$ cat config.mk
export PLATFORM = sky130hd
export DESIGN_NAME = yz_sample_fifo
export DESIGN_NICKNAME = d
export VERILOG_FILES = /design/src/rtl/yz_sample_fifo.sv
export SDC_FILE = /design/constraint.sdc
export NUM_CORES = 1
export LEC_CHECK = 0
export CORE_MARGIN = 10
export CORE_UTILIZATION = 38
export DETAILED_ROUTE_END_ITERATION = 16
export PLACE_DENSITY = 0.56
export REMOVE_ABC_BUFFERS = 1
export SYNTH_ARGS = -nofsm -noshare
export SYNTH_HDL_FRONTEND = slang
export SYNTH_SLANG_ARGS = --single-unit
$ cat constraint.sdc
create_clock -name clk -period 4.95 [get_ports clk]
set_clock_uncertainty 0.05 [all_clocks]
set_input_delay 0.495 -clock clk [delete_from_list [all_inputs] [get_ports clk]]
set_output_delay 0.495 -clock clk [all_outputs]
set_load 0.02 [all_outputs]
$ cat src/rtl/yz_sample_fifo.sv
// yz_sample_fifo
// Small first-word fall-through FIFO that buffers {y,z} sample pairs
// coming out of the part06 register block. The consumer drains it with a
// valid/ready handshake. A sample offered while the FIFO is full sets the
// sticky dropped flag, which only clears on reset.
//
// Build option: define YZ_FIFO_CHANGE_ONLY_EN to skip storing a sample that
// repeats the last stored pair. The duplicate is still handshaken, so
// in_ready is unchanged, but neither the pointers nor count move.
module yz_sample_fifo #(
  parameter int DEPTH  = 4,
  parameter int ADDR_W = 2
) (
  input  logic              clk,
  input  logic              rst,
  input  logic              in_valid,
  input  logic [1:0]        y,
  input  logic [1:0]        z,
  output logic              in_ready,
  output logic              out_valid,
  input  logic              out_ready,
  output logic [1:0]        out_y,
  output logic [1:0]        out_z,
  output logic [ADDR_W:0]   count,
  output logic              dropped
);

  localparam logic [ADDR_W:0] LP_FULL = (ADDR_W+1)'(DEPTH);

  logic [3:0]        r_mem [DEPTH];
  logic [ADDR_W-1:0] r_wr_ptr;
  logic [ADDR_W-1:0] r_rd_ptr;
  logic [ADDR_W:0]   r_count;
  logic              r_dropped;

  logic              w_full;
  logic              w_empty;
  logic              w_push_hs;
  logic              w_store;
  logic              w_pop;
  logic              w_dup;
  logic [3:0]        w_in_yz;
  logic [3:0]        w_head;

  assign w_in_yz   = {y, z};
  assign w_full    = (r_count == LP_FULL);
  assign w_empty   = (r_count == '0);
  assign w_push_hs = in_valid & ~w_full;
  assign w_store   = w_push_hs & ~w_dup;
  assign w_pop     = ~w_empty & out_ready;

`ifdef YZ_FIFO_CHANGE_ONLY_EN
  logic [3:0] r_last_yz;
  logic       r_last_vld;

  assign w_dup = r_last_vld & (w_in_yz == r_last_yz);

  // Remember the last stored pair. Draining the FIFO leaves it in place.
  always_ff @(posedge clk or posedge rst) begin
    if (rst) begin
      r_last_yz  <= 4'b0000;
      r_last_vld <= 1'b0;
    end else if (w_store) begin
      r_last_yz  <= w_in_yz;
      r_last_vld <= 1'b1;
    end
  end
`else
  assign w_dup = 1'b0;
`endif

  // Sample storage. Contents are don't-care after reset, so no reset here.
  always_ff @(posedge clk) begin
    if (w_store) begin
      r_mem[r_wr_ptr] <= w_in_yz;
    end
  end

  // Pointers and occupancy. Pointers wrap naturally modulo DEPTH.
  always_ff @(posedge clk or posedge rst) begin
    if (rst) begin
      r_wr_ptr <= '0;
      r_rd_ptr <= '0;
      r_count  <= '0;
    end else begin
      if (w_store) begin
        r_wr_ptr <= r_wr_ptr + 1'b1;
      end
      if (w_pop) begin
        r_rd_ptr <= r_rd_ptr + 1'b1;
      end
      case ({w_store, w_pop})
        2'b10:   r_count <= r_count + 1'b1;
        2'b01:   r_count <= r_count - 1'b1;
        default: r_count <= r_count;
      endcase
    end
  end

  // Sticky overflow flag. A suppressed duplicate would not have been stored
  // anyway, so it is not counted as lost.
  always_ff @(posedge clk or posedge rst) begin
    if (rst) begin
      r_dropped <= 1'b0;
    end else if (in_valid & w_full & ~w_dup) begin
      r_dropped <= 1'b1;
    end
  end

  // Fall-through head. It reads zero while the FIFO is empty.
  always_comb begin
    w_head = 4'b0000;
    if (!w_empty) begin
      w_head = r_mem[r_rd_ptr];
    end
  end

  assign in_ready  = ~w_full;
  assign out_valid = ~w_empty;
  assign out_y     = w_head[3:2];
  assign out_z     = w_head[1:0];
  assign count     = r_count;
  assign dropped   = r_dropped;

endmodule
## Word-level counts from Yosys, hierarchy flattened

Memory sizes are Yosys's and may differ from the RTL's.
Cells that the tools add are included.

- Flip-flop bits (word level): 8
- Bits in writable memories: 16
- Bits of input ports: 8
- Memories: 1

Memories:

| memory | depth | width | rd ports | clocked after memory_dff | write ports | RTL line | text |
|---|---|---|---|---|---|---|---|
| r_mem | 4 | 4 | 1 | 0 | 1 | 30 | `logic [3:0] r_mem [DEPTH];` |

- Add/subtract/negate cells: 4
- Equal/unequal tests: 3
- Muxes and demuxes: 4
- Bitwise operators: 5
- Reduce and logical (&&, ||, !) cells: 2

Operators with widths:

| operator | count |
|---|---|
| 3-bit one-hot mux with 2 select lines | 1 |
| 2-bit by 1-bit adder with 2-bit output (second input constant) | 2 |
| 4-bit 2-to-1 mux | 1 |
| 3-bit by 1-bit adder with 3-bit output (second input constant) | 1 |
| 1-bit bitwise AND | 3 |
| 3-bit equality test (second input constant) | 1 |
| 3-bit logical NOT | 1 |
| 3-bit by 1-bit subtractor with 3-bit output (second input constant) | 1 |
| 2-bit by 1-bit equality test with 1-bit output (second input constant) | 1 |
| 2-bit equality test (second input constant) | 1 |
| 1-bit 2-to-1 mux | 2 |
| 1-bit inverter | 2 |
| 2-bit nonzero test | 1 |

## Longest topological paths before layout

- Depth after elaboration: 5
- Depth in mapped cells: 9
- Gate-level depth less buffers: 9

## Worst setup path after synthesis

OpenSTA, ideal clock, no wires.

- Path type: register -> register
- From: reg r_count[0] (netlist: count[0])
- To: reg r_count[2] (netlist: count[2])
- Library setup time: 80 ps
- Arrival: 1989 ps
- Data required time: 4820 ps
- Setup slack: 2831 ps
- Stages on the path, launching flop included: 10
- Period minus slack after synthesis: 2119 ps
- Path through: dfrtp_1 > nor3b_1 > nor2b_2 > inv_1 > ha_1 > inv_1 > fa_1 > xor2_1 > nor2_1 > xor2_1

- Longest elaborated chain between the ends: 5

Ends and longest elaborated chain:

| element | RTL line | text |
|---|---|---|
| start: declaration | 33 | `logic [ADDR_W:0] r_count;` |
| start signal: assignment | 93 | `2'b10: r_count <= r_count + 1'b1;` |
| start signal: assignment | 94 | `2'b01: r_count <= r_count - 1'b1;` |
| start signal: assignment | 95 | `default: r_count <= r_count;` |
| 3-bit equality test / 3-bit logical NOT (equally long branches) | 46, 47 |  |
| 1-bit inverter (on tied branches) | 48, 50 |  |
| 1-bit bitwise AND (on tied branches) | 48, 50 |  |
| 2-bit by 1-bit equality test with 1-bit output / 2-bit equality test (equally long branches) | 92 | `case ({w_store, w_pop})` |
| 3-bit one-hot mux with 2 select lines / 2-bit nonzero test (equally long branches) | -- |  |

Several ways; a longest one is shown, not always the timed one.
A chain may end at the register's enable or synchronous reset.

## Final worst setup path

- From: reg r_rd_ptr[0]
- To: out out_y[1]

- Longest elaborated chain between the ends: 2

Ends and longest elaborated chain:

| element | RTL line | text |
|---|---|---|
| start: declaration | 32 | `logic [ADDR_W-1:0] r_rd_ptr;` |
| start signal: assignment | 90 | `r_rd_ptr <= r_rd_ptr + 1'b1;` |
| memory read 4 x 4 bit | -- |  |
| 4-bit 2-to-1 mux | 113 | `if (!w_empty) begin` |
| end: declaration | 22 | `output logic [1:0] out_y,` |

Every way passes these cells.

==> summary.txt <==
Share of the yosys chip area belonging to registers = 62.5%
First-pass GRT wire length = 2880 um
Die Height = 73.5 um
Clock buffer depth = 2
Worst vdd ir = 0.324 mV
Max Freq = 0.368 GHz
Drt pass-1 iters = 3
Max FO, Critical Path = 6
Post-Route WL = 1670 um
Core area = 2760 um^2
CP max stage cell = mux4_1
Placement Rows = 19
Slew HR = 68.0%
Area Growth Syn to Fin = 22.0%
Vias = 550
Layout cell share with drive strength beyond 1 = 15.1%
Run status = completed
Via density = 4.70
Post-DR wirelength/cell = 14.3 um
CP Capture Type = output pin
Die footprint = 5410 um^2
Post-route minimum period = 2710 ps
Endpoints failing hold = 0
Post-Syn Area = 1090 um^2
Htree depth = 1
CTS tree = done
Post-Layout Cell Count = 117
Worst reg-to-reg path cell count = 9
Commonest cells after routing, fill and taps aside = clkdlybuf4s50_1 (17), edfxtp_1 (16), inv_1 (8), dfrtp_1 (8)
Setup CP Type = reg2out
Critical path cell sequence = mux4_1 > and2_2 > clkdlybuf4s50_1
Port Buffers = 17
Grt ovf = 0
Avg Synthesized Cell Area = 16.2 um^2
#FFs+latches synth = 24
CP peak stage delay = 580 ps
Mapped Cells = 67
Reg-to-Reg End = count[2]
Clock root buffer master = clkbuf_4
Routed Antenna Nets = 0
Nets = 101
Synth cell types = 21
Vias in the first global route = 599
Antenna Cells = 0
Worst-Margin Slew = 479 ps
Postcts setup bufs = 0
R2r setup slk = 2650 ps
Commonest non-fill, non-tap cell in the layout = clkdlybuf4s50_1
Largest net degree at the start of global routing = 15
Starting DRT DRC Count = 21
# setup viols final = 0
Number of hold buffers added after CTS = 0
Cells after DPL = 113
Initial antenna violation count = 0
R2r startpoint = count[0]
Leak = 0.000520 uW
Critical Path RT = 4410 ps
Clk slew on worst S/H paths = 120 ps
CTS sink cnt = 24
Setup TNS = 0 ps
CP Data Arrival Time = 2170 ps
PwrDens = 630 nW/um^2
Fin Hold WS = 369 ps
Gpl congestion = 0.729
Worst min path class = in2async
Period utilization = 54.8%
Max_cap viols = 0
Synth Warn # = 0
Final max-slew violation count = 0
CTS Buf Count = 3
Post-route DRC = 0
Chip width = 73.5 um
Clock network latency to the later pin of the worst-skew pair = 300 ps
Kind of start point of the critical path = register
Starting Density = 39.5%
GRT Total Usage = 7.05%
Unrepaired setup endpoints after global routing = no
Fillers = 239
DP Wirelength = 1310 um
Post-CTS sizing = 0
Num ports = 18
-- how the worst max path moves through the flow --
stage / start / endpoint / slack, ps / cells past startpoint
after floorplan: count[0] / count[2] / 2790 / 8
after global placement: r_rd_ptr[0] / out_y[1] / 2570 / 3
after detailed placement: r_rd_ptr[0] / out_y[1] / 2570 / 3
after CTS: r_rd_ptr[0] / out_y[1] / 2200 / 3
after global routing: r_rd_ptr[0] / out_y[1] / 2130 / 3
final: r_rd_ptr[0] / out_y[1] / 2240 / 3
-- worst max-delay path: cells and delay by family (launching register included) --
family                 cells  cell delay (ps)
buffers and inverters      1              530
DFF                        1              550
muxes                      1              580
and+or+nand+nor            1              200
-- cell usage after synthesis, drive strengths merged --
master,instances,area (um^2)
a21o,1,7.51
and2,9,62.6
buf,2,22.5
dfrtp,8,200
edfxtp,16,480
fa,1,20.0
ha,5,62.6
inv,8,30.0
mux2,1,15.0
mux2i,1,10.0
mux4,4,93.8
nand3,1,5.00
nor2,1,3.75
nor2b,1,8.76
nor3b,1,7.51
or3,1,6.26
xnor2,3,26.3
xor2,3,26.3
-- cell type report --
type	instances	area (um^2)	share of cell area, %
sequential	24	681	51.3
multi-input combinational	33	355	26.8
timing repair buffer	17	170	12.8
tap	31	38.8	2.92
clock inverter	1	30.0	2.26
inverter	8	30.0	2.26
clock buffer	3	22.5	1.70
-- power breakdown --
group	switching, uW	internal, uW	total (uW)
sequential	49.1	279	328
clock	54.9	81.8	137
combinational	170	201	371
-- cell families after synthesis --
| kind of cell | after synthesis | synth area share (%) |
|---|---|---|
| adders and majority gates | 6 | 7.59 |
| muxes | 6 | 10.9 |
| and+or+nand+nor | 14 | 8.62 |
| xor gates and xnor gates | 6 | 4.83 |
| AOI/OAI and AO/OA | 1 | 0.690 |
| buffers and inverters | 10 | 4.83 |
| DFF | 24 | 62.5 |
-- layer usage --
metal | track usage, % | up-vias | part of all wire (%)
met2 | 11.2 | 7 | 53
li1 | - | 271 | -
met1 | 8.02 | 270 | 42
met3 | 1.48 | 2 | 3.6
met4 | 5.59 | 0 | 2.0
met5 | 0 | - | 0
-- flip-flops by register name, indices dropped and copies added (netlist names) --
signal,count
r_mem,16
count,3
r_rd_ptr,2
r_wr_ptr,2
dropped,1
-- through the flow --
stage,power [uW],setup slack (ps),instance area [um^2],util (%)
2_1_floorplan,566,2790,1070,-
3_3_place_gp,710,2570,1270,46.2
3_5_place_dp,714,2570,1270,46.2
4_1_cts,852,2200,1330,48.1
5_1_grt,898,2130,1330,48.1
6_report,836,2240,1330,48.1
Note: power is estimated with default switching activity, not from simulation.
